===== config.mk =====
export PLATFORM = sky130hd
export DESIGN_NAME = oct_display_ctrl_flat
export DESIGN_NICKNAME = d
export VERILOG_FILES = /design/src/rtl/oct_display_ctrl_if.sv /design/src/rtl/oct_display_ctrl.sv /design/src/flat_wrapper.sv
export SDC_FILE = /design/constraint.sdc
export NUM_CORES = 1
export LEC_CHECK = 0
export BUFFER_PORTS_ARGS = -buffer_cell sky130_fd_sc_hd__buf_2
export CELL_PAD_IN_SITES_DETAIL_PLACEMENT = 0
export CELL_PAD_IN_SITES_GLOBAL_PLACEMENT = 1
export CORE_MARGIN = 2
export CORE_UTILIZATION = 45
export DETAILED_ROUTE_END_ITERATION = 7
export MAX_ROUTING_LAYER = met4
export PLACE_DENSITY = 0.93
export SYNTH_ARGS = -nofsm -noshare
export SYNTH_HDL_FRONTEND = slang
export SYNTH_SLANG_ARGS = --single-unit

===== constraint.sdc =====
create_clock -name clk -period 3 [get_ports clk]
set_input_delay 0.3 -clock clk [delete_from_list [all_inputs] [get_ports clk]]
set_output_delay 0.3 -clock clk [all_outputs]
set_load 0.02 [all_outputs]

===== src/rtl/oct_display_ctrl_if.sv =====
// oct_display_ctrl_if: step requests, converter segments and display outputs of the octal display sequencer
interface oct_display_ctrl_if;
  logic        step_up;
  logic        step_dn;
  logic [6:0]  seg_lo_in;
  logic [6:0]  seg_hi_in;
  logic [15:0] code;
  logic [3:0]  idx;
  logic [6:0]  seg;
  logic [1:0]  dig_en;
  logic        frame_tick;
  logic        err;
  modport master (
    output step_up, step_dn, seg_lo_in, seg_hi_in,
    input  code, idx, seg, dig_en, frame_tick, err
  );
  modport slave (
    input  step_up, step_dn, seg_lo_in, seg_hi_in,
    output code, idx, seg, dig_en, frame_tick, err
  );
endinterface


===== src/rtl/oct_display_ctrl.sv =====
// oct_display_ctrl: index stepper and two-digit scan multiplexer for the octal seven-segment converter; define OCT_LZ_SKIP_EN to skip a blank high digit
module oct_display_ctrl #(
  parameter int DWELL     = 1000,
  parameter int GAP       = 4,
  parameter int CNT_W     = 16,
  parameter int START_IDX = 0
) (
  input  logic clk,
  input  logic rst,
  oct_display_ctrl_if.slave bus
);
  typedef enum logic [1:0] {SHOW_LO, BLANK_LO, SHOW_HI, BLANK_HI} state_t;
  localparam logic [CNT_W-1:0] DW_T = CNT_W'(DWELL - 1);
  localparam logic [CNT_W-1:0] GP_T = CNT_W'(GAP > 0 ? GAP - 1 : 0);
  localparam logic [3:0] IDX0 = 4'(START_IDX);
  state_t state, state_nx;
  logic [CNT_W-1:0] timer;
  logic [3:0] idx_q, idx_nx;
  logic [15:0] code_q;
  logic [6:0] lat_lo, lat_hi, seg_q, seg_nx;
  logic [1:0] dig_q, dig_nx;
  logic lat_valid, entered, last, skip_hi, tick_q, err_q;
  assign idx_nx = bus.step_up == bus.step_dn ? idx_q : bus.step_up ? idx_q + 4'd1 : idx_q - 4'd1;
  assign last = timer == ((state == SHOW_LO || state == SHOW_HI) ? DW_T : GP_T);
`ifdef OCT_LZ_SKIP_EN
  assign skip_hi = lat_hi == 7'd0;
`else
  assign skip_hi = 1'b0;
`endif
  // index, one-hot code and converter latches
  always_ff @(posedge clk) begin
    if (rst) begin
      idx_q     <= IDX0;
      code_q    <= 16'd1 << IDX0;
      lat_lo    <= '0;
      lat_hi    <= '0;
      lat_valid <= 1'b0;
    end else begin
      idx_q     <= idx_nx;
      code_q    <= 16'd1 << idx_nx;
      lat_lo    <= bus.seg_lo_in;
      lat_hi    <= bus.seg_hi_in;
      lat_valid <= 1'b1;
    end
  end
  // scan state and phase timer; entered marks a fresh arrival in SHOW_LO
  always_ff @(posedge clk) begin
    if (rst) begin
      state   <= SHOW_LO;
      timer   <= '0;
      entered <= 1'b0;
    end else begin
      state   <= state_nx;
      timer   <= last ? '0 : timer + 1'b1;
      entered <= last && state_nx == SHOW_LO;
    end
  end
  // next scan phase on terminal count; blank phases vanish when GAP is zero
  always_comb begin
    state_nx = state;
    if (last)
      case (state)
        SHOW_LO:  state_nx = GAP == 0 ? (skip_hi ? SHOW_LO : SHOW_HI) : BLANK_LO;
        BLANK_LO: state_nx = skip_hi ? SHOW_LO : SHOW_HI;
        SHOW_HI:  state_nx = GAP == 0 ? SHOW_LO : BLANK_HI;
        default:  state_nx = SHOW_LO;
      endcase
  end
  // segment bus and digit enable selected by the current phase
  always_comb begin
    seg_nx = state == SHOW_LO ? lat_lo : state == SHOW_HI ? lat_hi : 7'd0;
    dig_nx = state == SHOW_LO ? 2'b01 : state == SHOW_HI ? 2'b10 : 2'b00;
  end
  // registered display outputs and sticky converter error
  always_ff @(posedge clk) begin
    if (rst) begin
      seg_q  <= '0;
      dig_q  <= '0;
      tick_q <= 1'b0;
      err_q  <= 1'b0;
    end else begin
      seg_q  <= seg_nx;
      dig_q  <= dig_nx;
      tick_q <= entered;
      err_q  <= err_q | (lat_valid && lat_lo == 7'd0);
    end
  end
  assign bus.idx        = idx_q;
  assign bus.code       = code_q;
  assign bus.seg        = seg_q;
  assign bus.dig_en     = dig_q;
  assign bus.frame_tick = tick_q;
  assign bus.err        = err_q;
endmodule


===== src/flat_wrapper.sv =====
// flat-port wrapper written by rule: the top's interface ports become plain ports
module oct_display_ctrl_flat 
#(
  parameter int DWELL     = 1000,
  parameter int GAP       = 4,
  parameter int CNT_W     = 16,
  parameter int START_IDX = 0
)
  (clk, rst, bus_step_up, bus_step_dn, bus_seg_lo_in, bus_seg_hi_in, bus_code, bus_idx, bus_seg, bus_dig_en, bus_frame_tick, bus_err);
  oct_display_ctrl_if bus_i ();
  input  logic clk;
  input  logic rst;
  input wire logic [$bits(bus_i.step_up)-1:0] bus_step_up;
  input wire logic [$bits(bus_i.step_dn)-1:0] bus_step_dn;
  input wire logic [$bits(bus_i.seg_lo_in)-1:0] bus_seg_lo_in;
  input wire logic [$bits(bus_i.seg_hi_in)-1:0] bus_seg_hi_in;
  output wire logic [$bits(bus_i.code)-1:0] bus_code;
  output wire logic [$bits(bus_i.idx)-1:0] bus_idx;
  output wire logic [$bits(bus_i.seg)-1:0] bus_seg;
  output wire logic [$bits(bus_i.dig_en)-1:0] bus_dig_en;
  output wire logic [$bits(bus_i.frame_tick)-1:0] bus_frame_tick;
  output wire logic [$bits(bus_i.err)-1:0] bus_err;
  assign bus_i.step_up = bus_step_up;
  assign bus_i.step_dn = bus_step_dn;
  assign bus_i.seg_lo_in = bus_seg_lo_in;
  assign bus_i.seg_hi_in = bus_seg_hi_in;
  assign bus_code = bus_i.code;
  assign bus_idx = bus_i.idx;
  assign bus_seg = bus_i.seg;
  assign bus_dig_en = bus_i.dig_en;
  assign bus_frame_tick = bus_i.frame_tick;
  assign bus_err = bus_i.err;
  oct_display_ctrl #(.DWELL(DWELL), .GAP(GAP), .CNT_W(CNT_W), .START_IDX(START_IDX)) u_core (.clk(clk), .rst(rst), .bus(bus_i));
endmodule

# --- After elaboration in Yosys (flattened, before gate mapping) ---
# Cells that the tools add are included.
word_totals:
  ramBits: 0
  mem_bits_ro: 0
  in_bits: 18
  latch_bits: 0
  regBits: 65
  mem_count: 0
classes:
  muxes: 10
  reduce_logical: 8
  magnitude_cmp: 0
  div_mod_pow: 0
  eq_ne: 4
  multipliers: 0
  shifts: 1
  bitwise_logic: 1
  addsub: 3
op_table:
  columns: ["operator", "n"]
  rows:
  - ["adder 16 x 1 -> 16 bit (second input constant)", 1]
  - ["== test 16 bit", 1]
  - ["<< shifter 1 x 4 -> 16 bit (first input constant)", 1]
  - ["2-to-1 mux 7 bit", 2]
  - ["2-to-1 mux 10 bit", 1]
  - ["2-to-1 mux 4 bit", 2]
  - ["zero test 7 bit", 1]
  - ["case mux 2 bit (3 select lines)", 1]
  - ["adder 4 x 1 -> 4 bit (second input constant)", 1]
  - ["zero test 2 bit", 2]
  - ["2-to-1 mux 2 bit", 2]
  - ["OR reduction 2 bit", 2]
  - ["subtractor 4 x 1 -> 4 bit (second input constant)", 1]
  - ["== test 2 x 1 -> 1 bit (second input constant)", 1]
  - ["== test 2 bit (second input constant)", 1]
  - ["logical AND 1 bit", 2]
  - ["2-to-1 mux 1 bit", 2]
  - ["== test 1 bit", 1]
  - ["logical OR 1 bit", 1]
  - ["OR 1 bit", 1]

# --- Longest topological paths before layout ---
logic_depth:
  ltp_word: 7
  depth_mapped: 7
  mapped_depth_nobuf: 6

# --- Worst setup path after synthesis ---
# Ideal clock, no wire load.
synth_timing:
  path_type: "reg-to-reg"
  start: "reg u_core.idx_q[0], in the netlist u_core.bus.idx[0]"
  end: "reg u_core.code_q[5], in the netlist u_core.bus.code[5]"
  path_buffers: 0
  stages_incl_launch_ff: 7
  t_required_ps: 2908
  t_arrival_ps: 1911
  setup_ps: 92
  setup_slack_ps: 997
  period_less_slack_ps: 2003
  cell_sequence: "dfxtp_1 > inv_1 > fa_1 > xnor2_1 > and2_1 > mux2i_1 > nor4_1"
synth_via:
  elab_chain_len: 4
  word_cells_on_any_way: 5
  cone_classes: "add/sub: 2; shift: 1; mux: 2"
synth_lines:
  columns: ["item", "line_no", "source"]
  rows:
  - ["start, declared", "oct_display_ctrl.sv:18", "logic [3:0] idx_q, idx_nx;"]
  - ["start signal, assigned", "oct_display_ctrl.sv:39", "idx_q <= idx_nx;"]
  - ["subtractor 4 x 1 -> 4 bit or adder 4 x 1 -> 4 bit (tied branches)", "oct_display_ctrl.sv:23", "assign idx_nx = bus.step_up == bus.step_dn ? idx_q : bus.step_up ? idx_q + 4'd1 : idx_q - 4'd1;"]
  - ["2-to-1 mux 4 bit", "oct_display_ctrl.sv:23", null]
  - ["2-to-1 mux 4 bit *", "oct_display_ctrl.sv:23", null]
  - ["<< shifter 1 x 4 -> 16 bit *", "oct_display_ctrl.sv:40", "code_q <= 16'd1 << idx_nx;"]
  - ["end signal, assigned", "oct_display_ctrl.sv:34", "code_q <= 16'd1 << IDX0;"]
  - ["end signal, assigned", "oct_display_ctrl.sv:40", null]
  - ["end, declared", "oct_display_ctrl.sv:19", "logic [15:0] code_q;"]
# Mark *: on every way between the ends. The rest lies on a longest branch, timed or not.
# A chain may end at the register's enable or synchronous reset.

# --- Final worst setup path ---
layout_timing:
  start: "reg u_core.idx_q[0], in the netlist u_core.bus.idx[0]"
  end: "reg u_core.code_q[7], in the netlist u_core.bus.code[7]"
# The elaborated chain is that of the path after synthesis.

==> results.cfg <==
[sta]
clock-skew-final_ns = 0.00470
tightestPinTransition_ns = 0.813
post-route-min-period_ns = 2.08
max_freq_mhz = 480
rsz0062_at_grt = false
period_share_pct = 69.4
slew_headroom_pct = 45.8
finalSetupViolations = 0
finalMaxSlewViolations = 0
fin_setup_tns_ns = 0
hold_viol_final = 0

[placement]
gp_congestion = 0.801
post-place-cells = 343
port_buffers = 48
dp_hpwl_um = 3220
dpl_cell_area_um2 = 2750

[floorplan]
pin_count = 49
dieHeight_um = 78.1
core_um2 = 5200
dieArea_um2 = 6100
die_w_um = 78.1
floorplan.initialDensity_pct = 47.5
num_rows = 26

[grt]
grt_pass1_vias = 1802
grt_max_degree = 22
antenna_found_initial = 0
overflow = 0
grt_pass1_wl_um = 7780
grt_usage_pct = 16.9

[critical_path]
cp-start-kind = flip-flop
rrSetupSlack_ns = 0.92
cp_cell_sequence = inv_1, fa_1, xnor2_1, and2_1, mux2i_1, nor4_1
worstPathRequired_ns = 3.24
crit_path_max_fanout = 7
critPathCaptureType = flip-flop
critPathMaxStageDelay_ns = 0.48
ff2ff_path_depth = 6
slowest_stage = fa_1
cp.arrival_ns = 2.32
critPathKind = flip-flop to flip-flop

[clock_tree]
root_buffer = clkbuf_8
tritoncts = done
cts-hold-fix-buffers = 0
numCtsBuffers = 9
cts_resized = 0
path_clk_slew_ns = 0.07
clk_latency_ns = 0.34
clock_path_buffers = 2
htree_levels = 3
post-cts-setup-buffer-count = 0
cts.sinks = 65

[layout]
diodes = 0
mostFrequentLayoutCell = dfxtp_1
fin_util_pct = 56.5
final-instance-count-excl-fill = 359
layout_common_cells = 65 x dfxtp_1, 48 x buf_2, 19 x nor3_1
n_fill_cell = 455
layout.nets = 308
syn_to_final_growth_pct = 19.1
final_layout_size_suffix_gt1_share_pct = 27.0
final_cell_area_um2 = 2940

[synth]
postSynthCellCount = 234
synthesis.area_um2 = 2470
ys_warn_count = 0
ys_dominant_reg_cell = dfxtp_1
ys_seq_area_share_pct = 52.7
synth.net_count = 258
synth_cell_types = 44
synthArstFlopShare_pct = 0
avgSynthCellArea_um2 = 10.6
synth-edff-count = 0
ys_seq_elements = 65

[routing]
vias = 1847
routed_via_density = 5.14
drc = 0
postRouteAntennaNets = 0
wl_per_cell_um = 12.5
finalWirelength_um = 4500
initialDrtViolationCount = 54
dr.pass1.iters = 3

[hold_path]
holdPathStages = 2
hp-class = primary input to flip-flop

[job]
cap_viol_max_count = 0

[pwr]
ir_drop_mv = 0.392
p_per_area_nw_per_um2 = 632
power.leakage_nw = 1.20

[status]
outcome = finished clean
## cell usage after synthesis (all sizes together), types with 2 or more instances
master	number	area share, %
buf	5	1.5
and2	2	0.51
nand4	6	1.5
clkbuf	6	0.91
a21oi	6	1.4
nand2	9	1.4
xor2	6	2.1
dfxtp	65	53
nor4	12	3.3
nor2b	17	4.3
nor2	8	1.2
o21a	2	0.61
nand3	4	1.0
o21ai	2	0.41
inv	9	1.4
nor3	19	3.9
mux2i	3	1.2
and3	2	0.51
ha	5	2.5
or3	2	0.51
nor4b	2	0.71
mux2	2	1.1
xnor2	8	3.1
and4	3	1.2
a211oi	12	4.3
nor3b	3	1.1
a22o	7	2.5
## power by group
part           switching [mW]  internal (mW)  total (mW)
logic                   0.152         0.0927       0.244
clock network           0.307          0.382       0.689
registers              0.0214          0.905       0.926
total                   0.480           1.38        1.86
## layout make-up
type | instances | area [µm²] | area share [%]
flip-flops and latches | 65 | 1300 | 44.2
repair buffers | 50 | 255 | 8.68
inverters | 9 | 33.8 | 1.15
clock inverters | 5 | 56.3 | 1.91
clock buffers | 11 | 131 | 4.47
multi-input cells | 149 | 1080 | 36.6
well taps | 70 | 87.6 | 2.98
## worst max-delay path: cells and delay by family, from the launching register on
family | cells | cell delay [ns]
xor gates and xnor gates | 1 | 0.24
adders and majority gates | 1 | 0.48
buffers and inverters | 1 | 0.18
DFF | 1 | 0.45
muxes | 1 | 0.16
and+or+nand+nor | 2 | 0.49
## path summary, 6_finish.rpt
kind / from / to
setup / recovery: u_core.bus.idx[0]$_SDFF_PP0_ / u_core.bus.code[7]$_SDFF_PP0_
hold / removal: bus_seg_lo_in[5] / u_core.lat_lo[5]$_SDFF_PP0_
setup reg to reg: u_core.bus.idx[0]$_SDFF_PP0_ / u_core.bus.code[7]$_SDFF_PP0_
hold reg to reg: u_core.entered$_SDFF_PP0_ / u_core.bus.frame_tick$_SDFF_PP0_
## cell families (layout without fill, tap and decap cells)
kind of cell / count (synthesis) / after routing / synth area share (%)
buffers and inverters: 20 / 75 / 3.75
flip-flops: 65 / 65 / 52.7
XOR/XNOR: 14 / 14 / 5.27
AND/OR/NAND/NOR: 92 / 92 / 22.3
AO/OA/AOI/OAI: 32 / 32 / 10.3
multiplexers: 5 / 5 / 2.28
adder cells (fa/ha/maj): 6 / 6 / 3.34
## through the flow
step	power [mW]	worst slack, ns	hold slack (ns)
floorplan	1.13	0.997	0.414
global placement	1.18	0.932	0.422
detailed placement	1.19	0.836	0.437
CTS	1.88	0.926	0.155
global route	1.95	0.634	0.152
finish	1.86	0.918	0.171
## per-layer routing
metal	track usage [%]	routed length [µm]
met1	16.9	1970
met2	28.2	2150
met3	7.47	268
met4	8.60	113
met5	-	0
## sequential cells by signal (all words and copies together) (netlist names)
register and count:
u_core.lat_valid 1, u_core.lat_hi 7, u_core.entered 1, u_core.bus.seg 7
u_core.timer 16, u_core.bus.dig_en 2, u_core.state 2, u_core.bus.err 1
u_core.bus.frame_tick 1, u_core.bus.code 16, u_core.lat_lo 7, u_core.bus.idx 4
Power figures use the tool's default switching activity.
